**src/rtl/calc_key_arbiter.sv**
```systemverilog
// Arbitrates keypad and UART key events onto the calculator's single key-pulse input.
// Round-robin over two private FIFOs, illegal-code filtering, and a pre-emptive flushing clear key.
module calc_key_arbiter #(
  parameter int unsigned FIFO_DEPTH = 4,
  parameter int unsigned GAP_CYCLES = 2,
  parameter int unsigned GAP_W      = 4
) (
  input  logic       clk,
  input  logic       rst_n,
  input  logic       kp_valid,
  input  logic [7:0] kp_char,
  output logic       kp_ready,
  input  logic       ux_valid,
  input  logic [7:0] ux_char,
  output logic       ux_ready,
  output logic       btn_valid,
  output logic [7:0] btn_char,
  output logic       busy,
  output logic [7:0] err_count
);

  localparam int unsigned AW       = $clog2(FIFO_DEPTH);
  localparam logic [7:0]  KeyClear = 8'h43;
  localparam logic [AW:0] PtrOne   = (AW + 1)'(1);

  typedef enum logic {StIdle, StGap} state_e;

  state_e           state_q;
  logic [GAP_W-1:0] gap_cnt_q;
  logic             clear_pending_q;
  logic             last_ux_q;
  logic [7:0]       kp_mem_q [FIFO_DEPTH];
  logic [7:0]       ux_mem_q [FIFO_DEPTH];
  logic [AW:0]      kp_wr_q, kp_rd_q, ux_wr_q, ux_rd_q;

  logic       kp_empty, kp_full, ux_empty, ux_full;
  logic       kp_acc, ux_acc, clr_acc;
  logic       kp_push, ux_push, kp_err, ux_err;
  logic       pop_kp, pop_ux;
  logic [8:0] err_sum;

  function automatic logic is_legal(input logic [7:0] c);
    return c inside {[8'h30:8'h39], 8'h2a, 8'h2b, 8'h2d, 8'h3d, 8'h43, 8'h08};
  endfunction

  always_comb begin
    kp_empty = (kp_wr_q == kp_rd_q);
    ux_empty = (ux_wr_q == ux_rd_q);
    kp_full  = (kp_wr_q[AW] != kp_rd_q[AW]) && (kp_wr_q[AW-1:0] == kp_rd_q[AW-1:0]);
    ux_full  = (ux_wr_q[AW] != ux_rd_q[AW]) && (ux_wr_q[AW-1:0] == ux_rd_q[AW-1:0]);
    kp_ready = !kp_full && !clear_pending_q;
    ux_ready = !ux_full && !clear_pending_q;

    kp_acc  = kp_valid && kp_ready;
    ux_acc  = ux_valid && ux_ready;
    // A clear swallows whatever the other source delivers in the same cycle, legal or not.
    clr_acc = (kp_acc && (kp_char == KeyClear)) || (ux_acc && (ux_char == KeyClear));
    kp_push = kp_acc && !clr_acc && is_legal(kp_char);
    ux_push = ux_acc && !clr_acc && is_legal(ux_char);
    kp_err  = kp_acc && !clr_acc && !is_legal(kp_char);
    ux_err  = ux_acc && !clr_acc && !is_legal(ux_char);

    pop_kp = (state_q == StIdle) && !clear_pending_q && !kp_empty && (ux_empty || last_ux_q);
    pop_ux = (state_q == StIdle) && !clear_pending_q && !ux_empty && (kp_empty || !last_ux_q);

    err_sum = {1'b0, err_count} + {8'd0, kp_err} + {8'd0, ux_err};
    busy    = !kp_empty || !ux_empty || clear_pending_q || (state_q != StIdle);
  end

  always_ff @(posedge clk) begin
    if (kp_push) kp_mem_q[kp_wr_q[AW-1:0]] <= kp_char;
    if (ux_push) ux_mem_q[ux_wr_q[AW-1:0]] <= ux_char;
  end

  always_ff @(posedge clk or negedge rst_n) begin
    if (!rst_n) begin
      state_q         <= StIdle;
      gap_cnt_q       <= '0;
      clear_pending_q <= 1'b0;
      last_ux_q       <= 1'b1;
      kp_wr_q         <= '0;
      kp_rd_q         <= '0;
      ux_wr_q         <= '0;
      ux_rd_q         <= '0;
      btn_valid       <= 1'b0;
      btn_char        <= '0;
      err_count       <= '0;
    end else begin
      err_count <= err_sum[8] ? 8'hff : err_sum[7:0];

      case (state_q)
        StIdle: begin
          btn_valid <= 1'b0;
          if (clear_pending_q) begin
            btn_valid       <= 1'b1;
            btn_char        <= KeyClear;
            clear_pending_q <= 1'b0;
            gap_cnt_q       <= GAP_W'(GAP_CYCLES);
            state_q         <= StGap;
          end else if (pop_kp) begin
            btn_valid <= 1'b1;
            btn_char  <= kp_mem_q[kp_rd_q[AW-1:0]];
            last_ux_q <= 1'b0;
            gap_cnt_q <= GAP_W'(GAP_CYCLES);
            state_q   <= StGap;
          end else if (pop_ux) begin
            btn_valid <= 1'b1;
            btn_char  <= ux_mem_q[ux_rd_q[AW-1:0]];
            last_ux_q <= 1'b1;
            gap_cnt_q <= GAP_W'(GAP_CYCLES);
            state_q   <= StGap;
          end
        end
        StGap: begin
          btn_valid <= 1'b0;
          gap_cnt_q <= gap_cnt_q - GAP_W'(1);
          if (gap_cnt_q <= GAP_W'(1)) state_q <= StIdle;
        end
        default: state_q <= StIdle;
      endcase

      // Flush overrides any push/pop on the same edge; a pop still emits its already-read head.
      if (clr_acc) begin
        clear_pending_q <= 1'b1;
        kp_wr_q         <= '0;
        kp_rd_q         <= '0;
        ux_wr_q         <= '0;
        ux_rd_q         <= '0;
      end else begin
        if (kp_push) kp_wr_q <= kp_wr_q + PtrOne;
        if (ux_push) ux_wr_q <= ux_wr_q + PtrOne;
        if (pop_kp)  kp_rd_q <= kp_rd_q + PtrOne;
        if (pop_ux)  ux_rd_q <= ux_rd_q + PtrOne;
      end
    end
  end

endmodule

```
**config.mk**
```make
export PLATFORM = sky130hd
export DESIGN_NAME = calc_key_arbiter
export DESIGN_NICKNAME = d
export VERILOG_FILES = /design/src/rtl/calc_key_arbiter.sv
export SDC_FILE = /design/constraint.sdc
export NUM_CORES = 1
export LEC_CHECK = 0
export ABC_CLOCK_PERIOD_IN_PS = 3650
export BUFFER_PORTS_ARGS = -buffer_cell sky130_fd_sc_hd__buf_2
export CAP_MARGIN = 0
export CORE_AREA = 2 2 123 113
export CTS_CLUSTER_DIAMETER = 30
export DETAILED_ROUTE_END_ITERATION = 16
export DIE_AREA = 0 0 125 115
export GPL_TIMING_DRIVEN = 0
export HOLD_SLACK_MARGIN = 0.02
export PLACE_DENSITY_LB_ADDON = 0.12
export SYNTH_ARGS = -nofsm -noshare
export SYNTH_HDL_FRONTEND = slang
export SYNTH_SLANG_ARGS = --single-unit
```
**constraint.sdc**
```tcl
create_clock -name clk -period 3.65 [get_ports clk]
set_clock_uncertainty 0.2 [all_clocks]
set_input_delay 0.365 -clock clk [delete_from_list [all_inputs] [get_ports clk]]
set_output_delay 0.365 -clock clk [all_outputs]
set_load 0.05 [all_outputs]
```
==> results of run 1 <==
## sequential cells by signal, summed over array words and instances, names as in the netlist, 3 cells and up
| name | flops |
|---|---|
| kp_wr_q | 3 |
| ux_wr_q | 3 |
| ux_mem_q | 32 |
| kp_mem_q | 32 |
| kp_rd_q | 3 |
| gap_cnt_q | 4 |
| err_count | 8 |
| ux_rd_q | 3 |
| btn_char | 8 |
## worst reg2reg max path: cells and delay by family (launching register included)
kind,cells,cell delay (ns)
xor gates and xnor gates,1,0.27
DFF,1,0.39
AOI/OAI and AO/OA,2,0.53
buffers and inverters,3,0.46
and+or+nand+nor,4,0.65
adders and majority gates,2,0.68
## repair_timing
action                                 in CTS  in global routing
setup endpoints to repair                   6                  6
hold buffers                                1                  0
endpoints found under the hold margin      35                  0
cloned                                      0                  0
gates resized for setup                     1                  2
## layer usage
metal,up-vias,track usage
met4,0,0.04815
met5,-,0
met3,11,0.04560
li1,1288,-
met1,1307,0.1885
met2,63,0.2236
## metrics by stage
stage / total power, mW / setup TNS [ns] / hold WS, ns / setup WS [ns]
after floorplan: 2.826 / 0 / -0.1306 / 0.5885
after global placement: 3.224 / -2.477 / 0.2689 / -0.2731
after detailed placement: 3.252 / -0.3409 / 0.3002 / -0.07473
after CTS: 4.236 / 0 / 0.04325 / 0.1746
after global routing: 4.455 / 0 / 0.05128 / 0.09389
final: 4.182 / 0 / 0.05946 / 0.3942
## cell type report
type | count | area, um2
well taps | 168 | 210.2
flip-flops and latches | 100 | 2824
fillers | 1236 | 7858
plain buffers | 8 | 57.56
clock buffers | 9 | 225.2
clock inverters | 7 | 72.57
multi-input cells | 184 | 1600
inverters | 16 | 60.06
repair buffers | 40 | 205.2
## path summary, 6_finish.rpt
check,slack (ns),end,start,cells past startpoint
worst max register to register,0.39,err_count[1]$_DFF_PN0_,ux_rd_q[0]$_DFFE_PN0P_,12
min in group asynchronous,0.47,kp_rd_q[1]$_DFFE_PN0P_,rst_n,2
worst min register to register,0.30,gap_cnt_q[3]$_DFFE_PN0P_,gap_cnt_q[3]$_DFFE_PN0P_,1
worst max-delay path,0.39,err_count[1]$_DFF_PN0_,ux_rd_q[0]$_DFFE_PN0P_,12
max in group asynchronous,2.26,btn_char[5]$_DFFE_PN0P_,rst_n,2
worst min-delay path,0.06,kp_mem_q[1][6]$_DFFE_PP_,kp_char[6],1
## synth_stat cells, types with 3 or more instances
cell	instances
edfxtp_1	64
dfrtp_1	35
nand2_1	19
nor2_1	17
inv_1	16
ha_1	13
o21ai_0	13
nor3_1	10
mux4_2	9
a21oi_1	8
and2_1	8
mux4_1	7
mux2i_1	6
xnor2_1	6
xor2_1	6
nand3_1	5
or3_1	5
buf_2	4
nand2b_1	4
nor4b_1	4
o311ai_0	4
a221o_1	3
a2bb2oi_1	3
buf_6	3
nand4_1	3
## cells by family (layout without fill, tap and decap cells)
| kind of cell | after synthesis | count (layout) | synth area share |
|---|---|---|---|
| flip-flops | 100 | 100 | 0.6245 |
| multiplexers | 22 | 22 | 0.09878 |
| AO/OA/AOI/OAI | 49 | 49 | 0.07886 |
| adder cells (fa/ha/maj) | 14 | 14 | 0.04040 |
| XOR/XNOR | 15 | 15 | 0.03403 |
| buffers and inverters | 24 | 80 | 0.02601 |
| AND/OR/NAND/NOR | 84 | 84 | 0.09740 |
## power groups by stage
stage	Clock (mW)	Combinational, mW	Sequential, mW
final	0.959	1.63	1.60
after global routing	1.04	1.79	1.63
after global placement	0	1.61	1.61
after detailed placement	0	1.63	1.62
after floorplan	0	0.933	1.89
after CTS	0.994	1.65	1.60
==> flow_summary_export.csv, run 1 <==
group,metric,value,unit
floorplan,ios,40,
power_and_ir_drop,worst_ir_drop_vdd,325.2,uV
drt,wl_met1,4472,um
drt,drt-pass1-iter-count,4,
place,dp_cells,515,
drt,finalWirelength,9525,um
sta,hold_viol,0,
power_and_ir_drop,swShare,0.3890,
place,dpl-instance-area,0.004932,mm2
sta,fin_crit,3.256,ns
floorplan,initial_core_util,0.3448,
drt,drt_iter0_markers,134,
clock_network,worstSkewPairLatency,0.35,ns
synthesis,synth_top_cell_by_area,"edfxtp_1",
drt,met2_length,4391,um
power_and_ir_drop,seqPwrFrac,0.382,
run_status,status,"finished clean",
setup_path,cp_slowest_cell,"fa_1",
sta,report.final.slew_viol_count,0,
setup_path,cp_max_fo,10,
floorplan,row_count,40,
drt,dr_wl_met3,508,um
power_and_ir_drop,leakagePower,2.006,nW
synthesis,synth_cell_types,52,
flow_run,drv_cap,0,
grt,grt_first_pass_wirelength,15150,um
final_layout,drive_gt1_frac,0.2198,
synthesis,avgSynthCellArea,14.68,um2
final_layout,final_cell_area,0.005255,mm2
clock_network,clk_pin_slew,0.07,ns
floorplan,core_area,0.01311,mm2
setup_path,crit_type,"flip-flop to flip-flop",
setup_path,arrival,3.34,ns
grt,gr-usage-all-layers,0.1421,
power_and_ir_drop,clkPwrFrac,0.229,
synthesis,synth_seq_cells,100,
setup_path,critPathTopFamily,"adder cells",
grt,grt_max_degree,37,
synthesis,ys.warnings.count,0,
drt,vias,2669,
floorplan,fp.dieW,125,um
synthesis,synth_area_leaders,"edfxtp_1, dfrtp_1, mux4_2, mux4_1, ha_1",
grt,first_global_vias,2732,
setup_path,cp_num_buf_inv,3,
power_and_ir_drop,switching_power,1.627,mW
grt,grt.overflow.total,0,
clock_network,clockBufferDepth,2,
drt,via_per_inst,5.017,
grt,antenna_found_initial,0,
place,port_buffers,39,
sta,setup_violations,0,
clock_network,htreeDepth,3,
setup_path,critPathMaxStageDelay,0.44,ns
synthesis,seq_area_frac_synth,0.6245,
floorplan,dieArea,0.01438,mm2
synthesis,synth_edf_count,64,
clock_network,cts_setup_buffers,0,
final_layout,final_cell_mix,"edfxtp_1, buf_2, dfrtp_1",
final_layout,areaGrowthSynthToFinish,16.21,%
place,place_hpwl,6701,um
sta,worstMarginPinSlew,1.307,ns
setup_path,critPathRequiredTime,3.73,ns
clock_network,cts_num_sinks,100,
synthesis,async_flop_share,0.3600,
synthesis,synthCells,308,
drt,wl_per_cell,17.90,um
sta,grt_setup_unrepaired,"no",
place,place.gp.congestion,0.7329,
sta,timing.fmax,307.1,MHz
synthesis,synthesis.area,0.004522,mm2
sta,slew_headroom,0.1213,
synthesis,synth_nets,342,
setup_path,cp-end-kind,"flip-flop",
power_and_ir_drop,combPwrFrac,0.389,
final_layout,nets,393,
drt,top_layer_used,"met4",
setup_path,worstPathCellList,"buf_6 > xnor2_1 > a311o_1 > buf_2 > o22a_1 > nand3b_1 > fa_1 > inv_1 > ha_1 > and2_1 > nand3_1 > nand2b_1",
final_layout,antenna_cells,0,
floorplan,die_y,115,um
final_layout,instances_no_fill,532,
final_layout,fin_util,0.4008,
drt,drcViolationCount,0,
sta,fin_crit_sh,0.8920,
power_and_ir_drop,p_per_area,795.9,mW/mm2
drt,ant_nets,0,
clock_network,cts_tree,"built",
synthesis,synth_top_area_frac,0.4250,
hold_path,min_path_type,"input port to flip-flop",
clock_network,cts-root-buf,"clkbuf_16",
clock_network,cts_made_buffers,9,
synthesis,synth_ff_type,"edfxtp_1",
setup_path,start_kind,"flip-flop",
final_layout,layout_commonest_cell,"edfxtp_1",
power_and_ir_drop,p_int,2.556,mW
No activity file was read; power rests on OpenSTA's default activity.
==> run 2, diff against run 1 <==
Settings changed: MAX_ROUTING_LAYER set to met4.
==> flow_summary_export.csv, run 2 (synthesized netlist as in run 1, its figures left out) <==
group,metric,value,unit
drt,vias,2660,
sta,fin_crit,3.264,ns
final_layout,final_cell_mix,"edfxtp_1, buf_2, dfrtp_1",
drt,via_per_inst,5.000,
floorplan,ios,40,
clock_network,worstSkewPairLatency,0.36,ns
setup_path,crit_type,"flip-flop to flip-flop",
final_layout,nets,393,
grt,grt_max_degree,37,
power_and_ir_drop,clkPwrFrac,0.229,
power_and_ir_drop,leakagePower,2.006,nW
sta,setup_ws,0.3858,ns
place,dp_cells,515,
sta,fin_crit_sh,0.8943,
setup_path,cp_max_fo,10,
final_layout,instances_no_fill,532,
setup_path,reg2reg_depth,12,
grt,grt_first_pass_wirelength,15150,um
floorplan,core_area,0.01311,mm2
grt,first_global_vias,2732,
drt,ant_nets,0,
power_and_ir_drop,combPwrFrac,0.390,
hold_path,min_path_type,"input port to flip-flop",
sta,slew_headroom,0.1174,
clock_network,cts_tree,"built",
clock_network,cts_setup_buffers,0,
floorplan,die_y,115,um
setup_path,start_kind,"flip-flop",
clock_network,htreeDepth,3,
place,place.gp.congestion,0.7419,
sta,worstMarginPinSlew,1.313,ns
setup_path,critPathRequiredTime,3.73,ns
setup_path,setup.worst_path.start,"ux_rd_q[0]$_DFFE_PN0P_",
floorplan,dieArea,0.01438,mm2
flow_run,drv_cap,0,
setup_path,arrival,3.35,ns
final_layout,fillCellCount,1236,
final_layout,final_cell_area,0.005255,mm2
drt,finalWirelength,9569,um
final_layout,areaGrowthSynthToFinish,16.21,%
power_and_ir_drop,p_per_area,797.3,mW/mm2
drt,drt-pass1-iter-count,4,
clock_network,cts_made_buffers,9,
drt,drt_iter0_markers,146,
power_and_ir_drop,seqPwrFrac,0.381,
power_and_ir_drop,power,4.190,mW
setup_path,cp-end-kind,"flip-flop",
sta,hold_ws,0.05711,ns
floorplan,row_count,40,
setup_path,r2r_start,"ux_rd_q[0]$_DFFE_PN0P_",
grt,antenna_found_initial,0,
clock_network,cts-root-buf,"clkbuf_16",
clock_network,clockBufferDepth,2,
clock_network,clk_pin_slew,0.07,ns
power_and_ir_drop,worst_ir_drop_vdd,325.2,uV
sta,report.final.slew_viol_count,0,
power_and_ir_drop,switching_power,1.634,mW
sta,hold_viol,0,
power_and_ir_drop,swShare,0.3900,
power_and_ir_drop,p_int,2.556,mW
final_layout,antenna_cells,0,
drt,wl_per_cell,17.99,um
drt,drcViolationCount,0,
sta,setup_violations,0,
place,post-place-ws,-0.07473,ns
sta,grt_setup_unrepaired,"no",
floorplan,initial_core_util,0.3448,
setup_path,r2r-end,"err_count[1]$_DFF_PN0_",
final_layout,layout_commonest_cell,"edfxtp_1",
grt,gr-usage-all-layers,0.1472,
run_status,status,"finished clean",
setup_path,reg2reg_setup_slack,0.39,ns
final_layout,drive_gt1_frac,0.2198,
sta,timing.fmax,306.4,MHz
place,port_buffers,39,
grt,grt.overflow.total,0,
setup_path,crit_path_end,"err_count[1]$_DFF_PN0_",
place,place_hpwl,6701,um
sta,setup_tns,0,ns
final_layout,fin_util,0.4008,
clock_network,cts_num_sinks,100,
place,dpl-instance-area,0.004932,mm2
floorplan,fp.dieW,125,um
==> run 2: cell type report <==
| type | count | area (um2) | area share |
|---|---|---|---|
| inverters | 16 | 60.06 | 0.01143 |
| multi-input cells | 184 | 1600 | 0.3045 |
| clock inverters | 7 | 72.57 | 0.01381 |
| repair buffers | 40 | 205.2 | 0.03905 |
| clock buffers | 9 | 225.2 | 0.04286 |
| flip-flops and latches | 100 | 2824 | 0.5374 |
| well taps | 168 | 210.2 | 0.04000 |
| plain buffers | 8 | 57.56 | 0.01095 |
==> run 2: routing by layer <==
layer / GRT usage / up-vias / wire length, um
met5: - / - / 0
met4: 0.04815 / 0 / 138
met3: 0.04700 / 10 / 441
met2: 0.2217 / 56 / 4411
met1: 0.1906 / 1305 / 4578
li1: - / 1289 / -
==> run 2: how the worst min path moves through the flow <==
| stage | startpoint | end | depth (start not counted) |
|---|---|---|---|
| finish | kp_char[6] | kp_mem_q[1][6]$_DFFE_PP_ | 1 |
| global route | kp_char[6] | kp_mem_q[1][6]$_DFFE_PP_ | 1 |
| global placement | gap_cnt_q[3]$_DFFE_PN0P_ | gap_cnt_q[3]$_DFFE_PN0P_ | 1 |
| CTS | kp_char[6] | kp_mem_q[1][6]$_DFFE_PP_ | 1 |
| floorplan | rst_n | btn_char[0]$_DFFE_PN0P_ | 0 |
| detailed placement | btn_char[7]$_DFFE_PN0P_ | btn_char[7]$_DFFE_PN0P_ | 1 |
==> run 2: power by group through the flow <==
stage | combinational [mW] | sequential, mW | clock (mW)
finish | 1.63 | 1.60 | 0.961
global route | 1.79 | 1.63 | 1.04
CTS | 1.65 | 1.60 | 0.994
detailed placement | 1.63 | 1.62 | 0
global placement | 1.61 | 1.61 | 0
floorplan | 0.933 | 1.89 | 0
==> run 2: what timing repair did <==
action / 4_1_cts / 5_1_grt
hold buffers: 1 / 0
setup endpoints to repair: 6 / 6
resized for setup: 1 / 2
endpoints found under the hold margin: 35 / 0
cloned: 0 / 0
pin swaps: 0 / 0
==> run 2: critical path, stage by stage (launching register included) <==
cell,delay (ns)
dfrtp_1,0.39
buf_6,0.17
xnor2_1,0.27
a311o_1,0.21
buf_2,0.22
o22a_1,0.32
nand3b_1,0.14
fa_1,0.44
inv_1,0.07
ha_1,0.24
and2_1,0.17
nand3_1,0.21
nand2b_1,0.13
==> run 3, diff against run 2 <==
Settings changed: ABC_CLOCK_PERIOD_IN_PS 3650 to 3510.
Clock period 3.65 ns to 3.51 ns, I/O delays scaled along.
==> flow_summary_export.csv, run 3 (synthesized netlist as in run 1, its figures left out) <==
group,metric,value,unit
run_status,status,"finished clean",
drt,wl_per_cell,17.93,um
grt,antenna_found_initial,0,
drt,via_per_inst,5.028,
place,place.gp.congestion,0.7419,
grt,grt_first_pass_wirelength,15150,um
clock_network,worstSkewPairLatency,0.36,ns
clock_network,cts_made_buffers,9,
sta,fin_crit,3.207,ns
sta,worstMarginPinSlew,1.312,ns
final_layout,drive_gt1_frac,0.2253,
final_layout,areaGrowthSynthToFinish,16.41,%
drt,drt_iter0_markers,140,
flow_run,drv_cap,0,
sta,setup_ws,0.3031,ns
final_layout,seq_area,0.002824,mm2
power_and_ir_drop,leakagePower,2.012,nW
grt,first_global_vias,2732,
sta,setup_violations,0,
drt,finalWirelength,9537,um
floorplan,initial_core_util,0.3448,
setup_path,r2r-end,"btn_char[1]$_DFFE_PN0P_",
floorplan,die_y,115,um
clock_network,clockBufferDepth,2,
sta,fin_crit_sh,0.9136,
setup_path,cp_max_fo,10,
final_layout,multi_input_area,0.001609,mm2
setup_path,crit_type,"flip-flop to flip-flop",
drt,drt-pass1-iter-count,4,
drt,ant_nets,0,
clock_network,htreeDepth,3,
final_layout,antenna_cells,0,
setup_path,reg2reg_depth,6,
sta,report.final.slew_viol_count,0,
hold_path,holdPathStages,1,
drt,vias,2675,
setup_path,start_kind,"flip-flop",
final_layout,final_cell_mix,"edfxtp_1, buf_2, dfrtp_1",
final_layout,final_cell_area,0.005264,mm2
setup_path,cp-end-kind,"flip-flop",
clock_network,cts_tree,"built",
place,post-place-ws,-0.2147,ns
sta,timing.fmax,311.8,MHz
floorplan,ios,40,
floorplan,dieArea,0.01438,mm2
grt,gr-usage-all-layers,0.1472,
power_and_ir_drop,worst_ir_drop_vdd,338.0,uV
setup_path,reg2reg_setup_slack,0.30,ns
clock_network,cts-root-buf,"clkbuf_16",
hold_path,min_path_type,"input port to flip-flop",
floorplan,row_count,40,
grt,grt_max_degree,37,
place,dpl-instance-area,0.004932,mm2
floorplan,fp.dieW,125,um
final_layout,layout_commonest_cell,"edfxtp_1",
setup_path,critPathRequiredTime,3.52,ns
clock_network,clk_pin_slew,0.07,ns
place,place_hpwl,6701,um
sta,grt_setup_unrepaired,"no",
clock_network,cts_num_sinks,100,
place,port_buffers,39,
setup_path,r2r_start,"kp_rd_q[1]$_DFFE_PN0P_",
hold_path,min-delay-start,"kp_char[6]",
grt,grt.overflow.total,0,
hold_path,min_to,"kp_mem_q[1][6]$_DFFE_PP_",
setup_path,arrival,3.22,ns
final_layout,nets,393,
final_layout,fillCellCount,1238,
sta,slew_headroom,0.1180,
floorplan,core_area,0.01311,mm2
sta,hold_viol,0,
drt,drcViolationCount,0,
power_and_ir_drop,p_per_area,829.0,mW/mm2
[run 3: final cells by class]
class | count | area share
Multi-Input combinational cell | 184 | 0.3057
Sequential cell | 100 | 0.5365
Clock inverter | 7 | 0.01379
Inverter | 16 | 0.01141
Buffer | 8 | 0.01093
Clock buffer | 9 | 0.04279
Timing Repair Buffer | 40 | 0.03898
Tap cell | 168 | 0.03993
[run 3: through the flow]
stage	hold slack, ns	utilization	power [mW]	TNS (ns)	std cells
final	0.04417	0.4014	4.364	0	532
after global routing	0.03585	0.4014	4.645	0	532
after CTS	0.02925	0.3996	4.405	0	532
after detailed placement	0.3002	0.3761	3.382	-1.185	515
after global placement	0.2689	0.3758	3.353	-4.437	515
after floorplan	-0.1446	-	2.938	0	308
[run 3: report_power, final]
| group | internal, mW | switching (mW) | total (mW) |
|---|---|---|---|
| Combinational | 0.641 | 1.06 | 1.70 |
| Sequential | 1.47 | 0.192 | 1.66 |
| Clock | 0.555 | 0.443 | 0.998 |
| Total | 2.66 | 1.70 | 4.36 |
[run 3: worst max path at each step]
stage | from | to | slack [ns]
2_1_floorplan | kp_rd_q[1]$_DFFE_PN0P_ | err_count[1]$_DFF_PN0_ | 0.45
3_3_place_gp | kp_rd_q[1]$_DFFE_PN0P_ | ux_mem_q[3][4]$_DFFE_PP_ | -0.41
3_5_place_dp | kp_rd_q[1]$_DFFE_PN0P_ | err_count[1]$_DFF_PN0_ | -0.21
4_1_cts | kp_rd_q[1]$_DFFE_PN0P_ | err_count[1]$_DFF_PN0_ | 0.03
5_1_grt | ux_rd_q[1]$_DFFE_PN0P_ | err_count[0]$_DFF_PN0_ | 0.04
6_report | kp_rd_q[1]$_DFFE_PN0P_ | btn_char[1]$_DFFE_PN0P_ | 0.30
[run 3: worst max-delay path, stage by stage, from the launching register on]
cell and delay, ns:
dfrtp_1 0.39, buf_6 0.16, xor2_2 0.17, or3b_4 0.44, o31ai_1 1.05, inv_1 0.41
a2bb2oi_1 0.23
[run 3: layer usage]
layer,vias up,GRT usage,wire length [um]
li1,1287,-,-
met1,1322,0.1906,4540
met2,56,0.2217,4383
met3,10,0.04700,458
met4,0,0.04815,155
met5,-,-,0
[run 3: timing repair]
action | 4_1_cts | 5_1_grt
setup endpoints to repair | 7 | 8
hold endpoints to repair | 35 | 0
setup buffers | 0 | 0
resized for setup | 1 | 4
hold buffers | 1 | 0
